==> src/rtl/acia_fifo_bridge.sv <==
// 6551-style host/uc bridge with parametrised TX and RX FIFOs.
// Status, IRQ and uc event flags are derived from FIFO state and control registers.
module acia_fifo_bridge #(
  parameter int TX_DEPTH = 16,
  parameter int RX_DEPTH = 16
) (
  input  logic       clock,
  input  logic       _reset,
  input  logic       host_sel,
  input  logic       host_r_w,
  input  logic [1:0] host_addr,
  input  logic [7:0] host_wdata,
  output logic [7:0] host_rdata,
  output logic       _host_int,
  input  logic       uc_sel,
  input  logic       uc_r_w,
  input  logic [2:0] uc_addr,
  input  logic [7:0] uc_wdata,
  output logic [7:0] uc_rdata,
  output logic       _uc_int
);

  localparam int TAW = $clog2(TX_DEPTH);
  localparam int RAW = $clog2(RX_DEPTH);
  localparam logic [TAW:0] TX_FULL = (TAW+1)'(TX_DEPTH);
  localparam logic [RAW:0] RX_FULL = (RAW+1)'(RX_DEPTH);

  logic [7:0] tx_mem [TX_DEPTH];
  logic [7:0] rx_mem [RX_DEPTH];
  logic [TAW-1:0] tx_wr, tx_rd;
  logic [RAW-1:0] rx_wr, rx_rd;
  logic [TAW:0] tx_cnt;
  logic [RAW:0] rx_cnt;

  logic [7:0] cmd, ctrl, line_stat;
  logic overrun, ev_cmd, ev_ctrl, ev_preset, ev_txovf;

  logic host_rd, host_wr, uc_rd, uc_wr;
  logic prog_reset, cmd_wr, ctrl_wr, flag_rd;
  logic tx_empty, tx_full, rx_empty, rx_full;
  logic tx_pop, tx_push, tx_ovf, rx_pop, rx_push, rx_ovf;
  logic tdre, rdrf, irq;
  logic [7:0] status, ev_flags, tx_cnt8, rx_cnt8;

  assign host_rd = host_sel & host_r_w;
  assign host_wr = host_sel & ~host_r_w;
  assign uc_rd   = uc_sel & uc_r_w;
  assign uc_wr   = uc_sel & ~uc_r_w;

  assign prog_reset = host_wr & (host_addr == 2'd1);
  assign cmd_wr     = host_wr & (host_addr == 2'd2);
  assign ctrl_wr    = host_wr & (host_addr == 2'd3);
  assign flag_rd    = uc_rd & (uc_addr == 3'd1);

  assign tx_empty = (tx_cnt == '0);
  assign tx_full  = (tx_cnt == TX_FULL);
  assign rx_empty = (rx_cnt == '0);
  assign rx_full  = (rx_cnt == RX_FULL);

  // A pop on the same cycle frees a slot, so a push into a full FIFO still lands.
  assign tx_pop  = uc_rd & (uc_addr == 3'd0) & ~tx_empty & ~prog_reset;
  assign tx_push = host_wr & (host_addr == 2'd0) & (~tx_full | tx_pop);
  assign tx_ovf  = host_wr & (host_addr == 2'd0) & ~tx_push;
  assign rx_pop  = host_rd & (host_addr == 2'd0) & ~rx_empty;
  assign rx_push = uc_wr & (uc_addr == 3'd0) & ~prog_reset & (~rx_full | rx_pop);
  assign rx_ovf  = uc_wr & (uc_addr == 3'd0) & ~prog_reset & ~rx_push;

  always_comb begin
    tx_cnt8 = '0;
    rx_cnt8 = '0;
    tx_cnt8[TAW:0] = tx_cnt;
    rx_cnt8[RAW:0] = rx_cnt;
    tdre = ~tx_full;
    rdrf = ~rx_empty;
    irq = cmd[0] & ((rdrf & ~cmd[1]) | (tdre & (cmd[3:2] == 2'b01)));
    status = {irq, line_stat[6], line_stat[5], tdre, rdrf, overrun,
              line_stat[1], line_stat[0]};
    ev_flags = {2'b00, ev_txovf, rx_full, ev_preset, ev_ctrl, ev_cmd, ~tx_empty};
  end

  assign _host_int = ~irq;
  assign _uc_int   = ~(~tx_empty | ev_cmd | ev_ctrl | ev_preset | ev_txovf);

  always_ff @(posedge clock) begin
    if (tx_push) tx_mem[tx_wr] <= host_wdata;
    if (rx_push) rx_mem[rx_wr] <= uc_wdata;
  end

  always_ff @(posedge clock or negedge _reset) begin
    if (!_reset) begin
      tx_wr <= '0;
      tx_rd <= '0;
      tx_cnt <= '0;
      rx_wr <= '0;
      rx_rd <= '0;
      rx_cnt <= '0;
    end else if (prog_reset) begin
      tx_wr <= '0;
      tx_rd <= '0;
      tx_cnt <= '0;
      rx_wr <= '0;
      rx_rd <= '0;
      rx_cnt <= '0;
    end else begin
      if (tx_push) tx_wr <= tx_wr + TAW'(1);
      if (tx_pop) tx_rd <= tx_rd + TAW'(1);
      if (tx_push && !tx_pop) tx_cnt <= tx_cnt + (TAW+1)'(1);
      else if (!tx_push && tx_pop) tx_cnt <= tx_cnt - (TAW+1)'(1);
      if (rx_push) rx_wr <= rx_wr + RAW'(1);
      if (rx_pop) rx_rd <= rx_rd + RAW'(1);
      if (rx_push && !rx_pop) rx_cnt <= rx_cnt + (RAW+1)'(1);
      else if (!rx_push && rx_pop) rx_cnt <= rx_cnt - (RAW+1)'(1);
    end
  end

  // Sticky flags: a new event on the same cycle as the clearing read wins.
  always_ff @(posedge clock or negedge _reset) begin
    if (!_reset) begin
      cmd <= 8'h02;
      ctrl <= 8'h10;
      line_stat <= 8'h00;
      overrun <= 1'b0;
      ev_cmd <= 1'b0;
      ev_ctrl <= 1'b0;
      ev_preset <= 1'b0;
      ev_txovf <= 1'b0;
    end else begin
      if (prog_reset) cmd <= {cmd[7:5], 5'b00010};
      else if (cmd_wr) cmd <= host_wdata;
      if (ctrl_wr) ctrl <= host_wdata;
      if (uc_wr && uc_addr == 3'd1) line_stat <= uc_wdata & 8'h63;
      if (prog_reset) overrun <= 1'b0;
      else if (rx_ovf) overrun <= 1'b1;
      else if (host_rd && host_addr == 2'd0) overrun <= 1'b0;
      ev_cmd <= (ev_cmd & ~flag_rd) | cmd_wr;
      ev_ctrl <= (ev_ctrl & ~flag_rd) | ctrl_wr;
      ev_preset <= (ev_preset & ~flag_rd) | prog_reset;
      ev_txovf <= (ev_txovf & ~flag_rd) | tx_ovf;
    end
  end

  always_ff @(posedge clock or negedge _reset) begin
    if (!_reset) begin
      host_rdata <= 8'h00;
      uc_rdata <= 8'h00;
    end else begin
      if (host_rd) begin
        case (host_addr)
          2'd0: host_rdata <= rx_empty ? 8'h00 : rx_mem[rx_rd];
          2'd1: host_rdata <= status;
          2'd2: host_rdata <= cmd;
          default: host_rdata <= ctrl;
        endcase
      end
      if (uc_rd) begin
        case (uc_addr)
          3'd0: uc_rdata <= tx_pop ? tx_mem[tx_rd] : 8'h00;
          3'd1: uc_rdata <= ev_flags;
          3'd2: uc_rdata <= cmd;
          3'd3: uc_rdata <= ctrl;
          3'd4: uc_rdata <= tx_cnt8;
          3'd5: uc_rdata <= rx_cnt8;
          default: uc_rdata <= 8'h00;
        endcase
      end
    end
  end

endmodule

==> config.mk <==
export PLATFORM = sky130hd
export DESIGN_NAME = acia_fifo_bridge
export DESIGN_NICKNAME = d
export VERILOG_FILES = /design/src/rtl/acia_fifo_bridge.sv
export SDC_FILE = /design/constraint.sdc
export NUM_CORES = 1
export LEC_CHECK = 0
export ABC_CLOCK_PERIOD_IN_PS = 9750
export CAP_MARGIN = 20
export CORE_ASPECT_RATIO = 0.5
export CORE_MARGIN = 2
export CORE_UTILIZATION = 30
export CTS_BUF_LIST = sky130_fd_sc_hd__clkbuf_4
export DETAILED_ROUTE_END_ITERATION = 10
export GPL_ROUTABILITY_DRIVEN = 0
export SLEW_MARGIN = 40
export SYNTH_ARGS = -nofsm -noshare
export SYNTH_HDL_FRONTEND = slang
export SYNTH_SLANG_ARGS = --single-unit
==> constraint.sdc <==
create_clock -name clock -period 9.75 [get_ports clock]
set_clock_uncertainty 0.2 [all_clocks]
set_input_delay 1.4625 -clock clock [delete_from_list [all_inputs] [get_ports clock]]
set_output_delay 1.4625 -clock clock [all_outputs]
set_load 0.05 [all_outputs]
# Word level (Yosys, flattened, before mapping)
# Memories as Yosys holds them, arrays and structs flattened.
# Index checks and enable logic that the tools add are counted.
[word_totals] ff_bits=67 mem_count=2 ramBits=256 word_cells=139
[mem_list] memory="rx_mem" words=16 word_bits=8 rd=1 rd_ports_with_merged_regs=0 wr=1 line="29" rtl="logic [7:0] rx_mem [RX_DEPTH];"
[mem_list] memory="tx_mem" words=16 word_bits=8 rd=1 rd_ports_with_merged_regs=0 wr=1 line="28" rtl="logic [7:0] tx_mem [TX_DEPTH];"
[op_classes] add_sub_neg=8 n_reduce_logical=23 eq_ne=11 muxes=27 n_bitwise=51
[op_table] operator="$pmux W8 S6" count=1
[op_table] operator="$mux W5" count=8
[op_table] operator="$mux W4" count=8
[op_table] operator="$and A1 B1 Y1" count=27
[op_table] operator="$pmux W8 S3" count=1
[op_table] operator="$add A4 B1 Y4 const B" count=4
[op_table] operator="$mux W8" count=2
[op_table] operator="$not A1 Y1" count=13
[op_table] operator="$or A1 B1 Y1" count=11
[op_table] operator="$add A5 B1 Y5 const B" count=2
[op_table] operator="$eq A5 B5 Y1 const B" count=2
[op_table] operator="$logic_not A5 Y1" count=2
[op_table] operator="$reduce_bool A2 Y1" count=5
[op_table] operator="$sub A5 B1 Y5 const B" count=2
[op_table] operator="$reduce_bool A3 Y1" count=3
[op_table] operator="$mux W1" count=7
[op_table] operator="$eq A3 B2 Y1 const B" count=2
[op_table] operator="$eq A3 B3 Y1 const B" count=2
[op_table] operator="$logic_and A1 B1 Y1" count=6
[op_table] operator="$eq A2 B1 Y1 const B" count=2
[op_table] operator="$eq A2 B2 Y1 const B" count=2
[op_table] operator="$logic_not A1 Y1" count=4
[op_table] operator="$eq A3 B1 Y1 const B" count=1
[op_table] operator="$logic_not A3 Y1" count=1
[op_table] operator="2 further kinds" count=2

# Depth between registers and ports, before layout
[logic_depth] ltp_word=12 mapped_depth=12 ltp_nobuf=10

# Worst setup path after synthesis
# OpenSTA, ideal clock, no wires.
[synth_path] path_type="in2reg" start="input port host_addr[1]" end="register tx_cnt[4]" arrival_time_ns=4.082 setup_slack_ns=5.347 path_stages=10 setup_time_ns=0.122 path_cell_list="clkbuf_8 -> or4b_4 -> a21oi_1 -> nand2_1 -> fa_1 -> a21o_1 -> a21o_1 -> and2_1 -> mux4_2 -> a32o_1"
[synth_via] elab_chain_cells=9 word_cells_on_any_way=15 cone_classes="eq/ne: 1; mux: 2; bitwise: 6; reduce/logical: 6"
[synth_lines] item="start, declared" line="11" rtl="input logic [1:0] host_addr,"
[synth_lines] item="$eq A2 B1 Y1" line="50" rtl="assign prog_reset = host_wr & (host_addr == 2'd1);"
[synth_lines] item="$and A1 B1 Y1" line="50"
[synth_lines] item="$not A1 Y1 (no source line)"
[synth_lines] item="$and A1 B1 Y1" line="61" rtl="assign tx_pop = uc_rd & (uc_addr == 3'd0) & ~tx_empty & ~prog_reset;"
[synth_lines] item="$or A1 B1 Y1" line="62" rtl="assign tx_push = host_wr & (host_addr == 2'd0) & (~tx_full | tx_pop);"
[synth_lines] item="$and A1 B1 Y1" line="62"
[synth_lines] item="$logic_and A1 B1 Y1 / $logic_not A1 Y1 (equally long branches)" line="107, 108"
[synth_lines] item="$mux W5 / $logic_and A1 B1 Y1 (equally long branches)" line="107, 108"
[synth_lines] item="$mux W5 / $reduce_bool A3 Y1 (equally long branches)"
[synth_lines] item="end signal, assigned" line="107" rtl="if (tx_push && !tx_pop) tx_cnt <= tx_cnt + (TAW+1)'(1);"
[synth_lines] item="end signal, assigned" line="108" rtl="else if (!tx_push && tx_pop) tx_cnt <= tx_cnt - (TAW+1)'(1);"
[synth_lines] item="end, declared" line="32" rtl="logic [TAW:0] tx_cnt;"
# Parallel ways exist; a longest one is shown, timed or not.
# A chain may end at the register's enable or synchronous reset.

# Final worst setup path
[layout_path] start="input port host_addr[1]" end="register rx_cnt[4]"
[layout_via] elab_chain_cells=8 word_cells_on_any_way=16 cone_classes="eq/ne: 1; mux: 2; bitwise: 7; reduce/logical: 6"
[layout_lines] item="$logic_not A2 Y1 / $eq A2 B1 Y1 (equally long branches)" line="64, 50"
[layout_lines] item="$and A1 B1 Y1, on equally long branches" line="64, 50"
[layout_lines] item="$and A1 B1 Y1 / $not A1 Y1 (equally long branches)"
[layout_lines] item="$or A1 B1 Y1 / $and A1 B1 Y1 (equally long branches)" line="65" rtl="assign rx_push = uc_wr & (uc_addr == 3'd0) & ~prog_reset & (~rx_full | rx_pop);"
[layout_lines] item="$and A1 B1 Y1" line="65"
[layout_lines] item="$logic_and A1 B1 Y1 / $logic_not A1 Y1 (equally long branches)" line="111, 112"
[layout_lines] item="$mux W5 / $logic_and A1 B1 Y1 (equally long branches)" line="111, 112"
[layout_lines] item="$mux W5 / $reduce_bool A3 Y1 (equally long branches)"
[layout_lines] item="end signal, assigned" line="111" rtl="if (rx_push && !rx_pop) rx_cnt <= rx_cnt + (RAW+1)'(1);"
[layout_lines] item="end signal, assigned" line="112" rtl="else if (!rx_push && rx_pop) rx_cnt <= rx_cnt - (RAW+1)'(1);"
[layout_lines] item="end, declared" line="33" rtl="logic [RAW:0] rx_cnt;"
# Parallel ways exist; a longest one is shown, timed or not.

==> out/results.md <==
Yosys
• sky130_fd_sc_hd__edfxtp_1 — cell accounting for the most synthesized area
• 825 — number of instances in the synthesized netlist
• 67.9% — share of the yosys chip area belonging to registers
• sky130_fd_sc_hd__edfxtp_1 — most used flip-flop cell after synthesis
• 13,800 µm² — netlist area before placement
• 323 — FF+latch count, synth
• sky130_fd_sc_hd__edfxtp_1 — most numerous cell in the Yosys netlist
• 65 — post-synthesis cell type count
• 0 — count of synthesis-stage warnings from yosys
• 871 — net count after synthesis
• 55.8% — share of Yosys cell area claimed by the top area cell type
• 256 — Post-synth EDFFs
• 20.7% — ys async rst share
• sky130_fd_sc_hd__edfxtp_1, sky130_fd_sc_hd__mux4_2, sky130_fd_sc_hd__dfrtp_1, sky130_fd_sc_hd__nand2_1, sky130_fd_sc_hd__nor2_1 — list of most frequent post-synthesis cells
• sky130_fd_sc_hd__edfxtp_1, sky130_fd_sc_hd__dfrtp_1, sky130_fd_sc_hd__mux4_2 — top cells by area in the synthesized netlist
• 16.7 µm² — Avg Cell Area, Syn

CTS
• 0 — CTS Hold Buffers Added
• sky130_fd_sc_hd__clkbuf_4 — CTS root buf
• 0 — # resized after CTS
• built — CTS tree
• 3 — number of buffers on the longest clock path
• 0 — Post CTS Setup Buffer Count
• 3 — CTS H-Tree Depth
• 81 — number of CTS-inserted buffers
• 0.78 ns — clock network latency to the later pin of the worst-skew pair
• 323 — TritonCTS sink count
• 0.07 ns — post-CTS clock slew at the launch and capture registers of the worst setup and hold paths

STA
• no — setup repair after global routing missed its margin
• 43.2% — max_slew headroom
• 0 ns — Sum Neg Setup Slack
• 53.7% — period utilization
• 191 MHz — FMAX
• 0 — fin. max-slew vios
• 4.52 ns — min setup slack post-route
• 0 — final hold vios
• 0.850 ns — Least-Margin Pin Slew
• 0.295 ns — smallest hold slack
• 5.23 ns — final period demand of the worst path
• 0 — final setup fails

Setup path
• 19 — crit-path max FO
• 5.73 ns — Arrival @ worst endpoint
• flip-flop — element type at the critical path end
• 10.25 ns — required arrival time at the worst endpoint
• input port to flip-flop — CP Class
• input port — startpoint type of the worst setup path

Route
• 0 — antenna-violating nets left
• 19.9 µm — WL/cell
• 533 — DRC marker count from the first detailed-route iteration
• 0 — DRC violation count after routing
• 31,500 µm — Final Routed Wirelength
• 4.90 — vias per inst
• 5 — total iterations of the first detailed-routing run
• 7,727 — total via count after detailed routing

Power
• 0.0950 mV — worst-case vdd ir drop
• 2.57 mW — Int Pwr
• 5.45 nW — LEAKAGE
• 29.5% — proportion of total power due to net switching
• 1.07 mW — net switching power
• 22.4% — Gate power share
• 229 nW/µm² — power density over cell area
• 32.3% — share of total power in the clock network
• 3.65 mW — overall power consumption
• 45.3% — Reg power frac

Final layout
• 15.6% — synthesis-to-finish area growth
• 15,900 µm² — Post-Layout Inst Area
• 4,335 — count of fill cells added during filler insertion
• 963 — nets
• 1,578 — filler-free cell count of the finished design
• 27.7% — ratio of cells with drive above 1 in the final layout
• 35.2% — Final Util

Global route
• 68 — maximum number of pins on one net before global-route repair
• 2 — initial antenna violation count
• 48,300 µm — global-route wire length before repair
• 0 — overflow left after global routing
• 13.5% — all-layer global routing usage
• 7,986 — vias in the first global route

Floorplanning
• 307 µm — Die X-Extent
• 55 — Row Count
• 45 — I/O pin cnt
• 47,800 µm² — Total Die Area
• 30.5% — starting density of the core
• 156 µm — Vert. Die Dim
• 45,300 µm² — core area

Worst hold path
• flip-flop to flip-flop — path type of the worst min-delay path

Flow run
• 0 — max_cap viols

Placed design
• 3.77 ns — pre-CTS WS
• 1,432 — instance count after placement with tap cells included
• 14,900 µm² — cell area after placement
• 20,300 µm — placed wire-length estimate
• 44 — number of buffers added on ports

Status
• complete, no violations — outcome

-- state kept, by name, indices dropped and copies added, names as in the netlist, 4 cells and up --
signal	flops
rx_cnt	5
rx_rd	4
tx_cnt	5
ctrl	8
host_rdata	8
line_stat	4
tx_rd	4
tx_mem	128
rx_mem	128
rx_wr	4
cmd	8
uc_rdata	8
tx_wr	4
-- metal layers --
metal / wire length [µm] / part of all wire, % / global-route usage [%] / vias to the layer above
li1: - / - / - / 3503
met1: 13800 / 44 / 17.0 / 3989
met2: 15600 / 50 / 22.4 / 182
met3: 1380 / 4.4 / 3.45 / 53
met4: 684 / 2.2 / 5.09 / 0
met5: 0 / 0 / 0 / -
-- cells in the final DEF (no fill, tap or decap), drive strengths merged, types with 7 or more instances in the layout --
master         synthesis  final
a21oi                 25     25
a22oi                 16     16
and2                   8      8
and3                  12     12
buf                   15     12
clkbuf                31    131
clkdlybuf4s50          0     43
dfrtp                 65     65
edfxtp               256    256
ha                    17     17
inv                    9     12
mux2                  26     26
mux2i                 24     24
mux4                  66     66
nand2                 58     58
nand3                  9      9
nor2                  41     41
nor2b                 10     10
nor3                   9      9
o211ai                 7      7
o21a                   7      7
o21ai                 22     22
-- final timing paths --
check                                   startpoint                       to  slack [ns]  cells past startpoint
max in group asynchronous                   _reset     rx_rd[0]$_DFFE_PN0P_        8.26                      2
min in group asynchronous                   _reset    tx_cnt[1]$_DFFE_PN0P_        0.58                      2
min                        uc_rdata[3]$_DFFE_PN0N_  uc_rdata[3]$_DFFE_PN0N_        0.29                      2
min reg2reg                uc_rdata[3]$_DFFE_PN0N_  uc_rdata[3]$_DFFE_PN0N_        0.29                      2
max                                   host_addr[1]    rx_cnt[4]$_DFFE_PN0P_        4.52                     11
max reg2reg                  tx_cnt[1]$_DFFE_PN0P_    tx_cnt[4]$_DFFE_PN0P_        5.85                      9
-- kinds of logic after synthesis --
family / after synthesis / synth area share (%)
XOR/XNOR: 12 / 0.762
multiplexers: 116 / 14.6
buffers and inverters: 55 / 2.01
AO/OA/AOI/OAI: 116 / 5.90
AND/OR/NAND/NOR: 184 / 6.92
adder cells (fa/ha/maj): 19 / 1.83
flip-flops: 323 / 67.9
-- layout make-up --
type | instances | area (µm²) | area share, %
Antenna cell | 3 | 7.51 | 0.0471
Inverter | 9 | 33.8 | 0.212
Clock inverter | 12 | 88.8 | 0.557
Timing Repair Buffer | 55 | 522 | 3.27
Sequential cell | 323 | 9370 | 58.8
Clock buffer | 131 | 983 | 6.17
Multi-Input combinational cell | 447 | 4190 | 26.3
Tap cell | 598 | 748 | 4.69
-- worst max-delay path, cell delays in order --
cell and delay, ns:
sky130_fd_sc_hd__clkdlybuf4s50_1 0.86, sky130_fd_sc_hd__nand4bb_1 0.69, sky130_fd_sc_hd__nand3_1 0.26, sky130_fd_sc_hd__a31oi_2 0.53, sky130_fd_sc_hd__o21ai_0 0.39, sky130_fd_sc_hd__fa_1 0.50
sky130_fd_sc_hd__a21o_1 0.21, sky130_fd_sc_hd__a21oi_1 0.34, sky130_fd_sc_hd__mux2i_1 0.24, sky130_fd_sc_hd__a21oi_1 0.08, sky130_fd_sc_hd__o21ai_0 0.17
-- power by group through the flow --
stage	clock network, mW	registers [mW]	logic (mW)
global placement	0	1.68	0.816
finish	1.18	1.65	0.817
detailed placement	0	1.68	0.831
global route	1.28	1.66	0.889
floorplan	0	1.69	0.569
CTS	1.21	1.65	0.833
(Power assumes the default switching activity.)
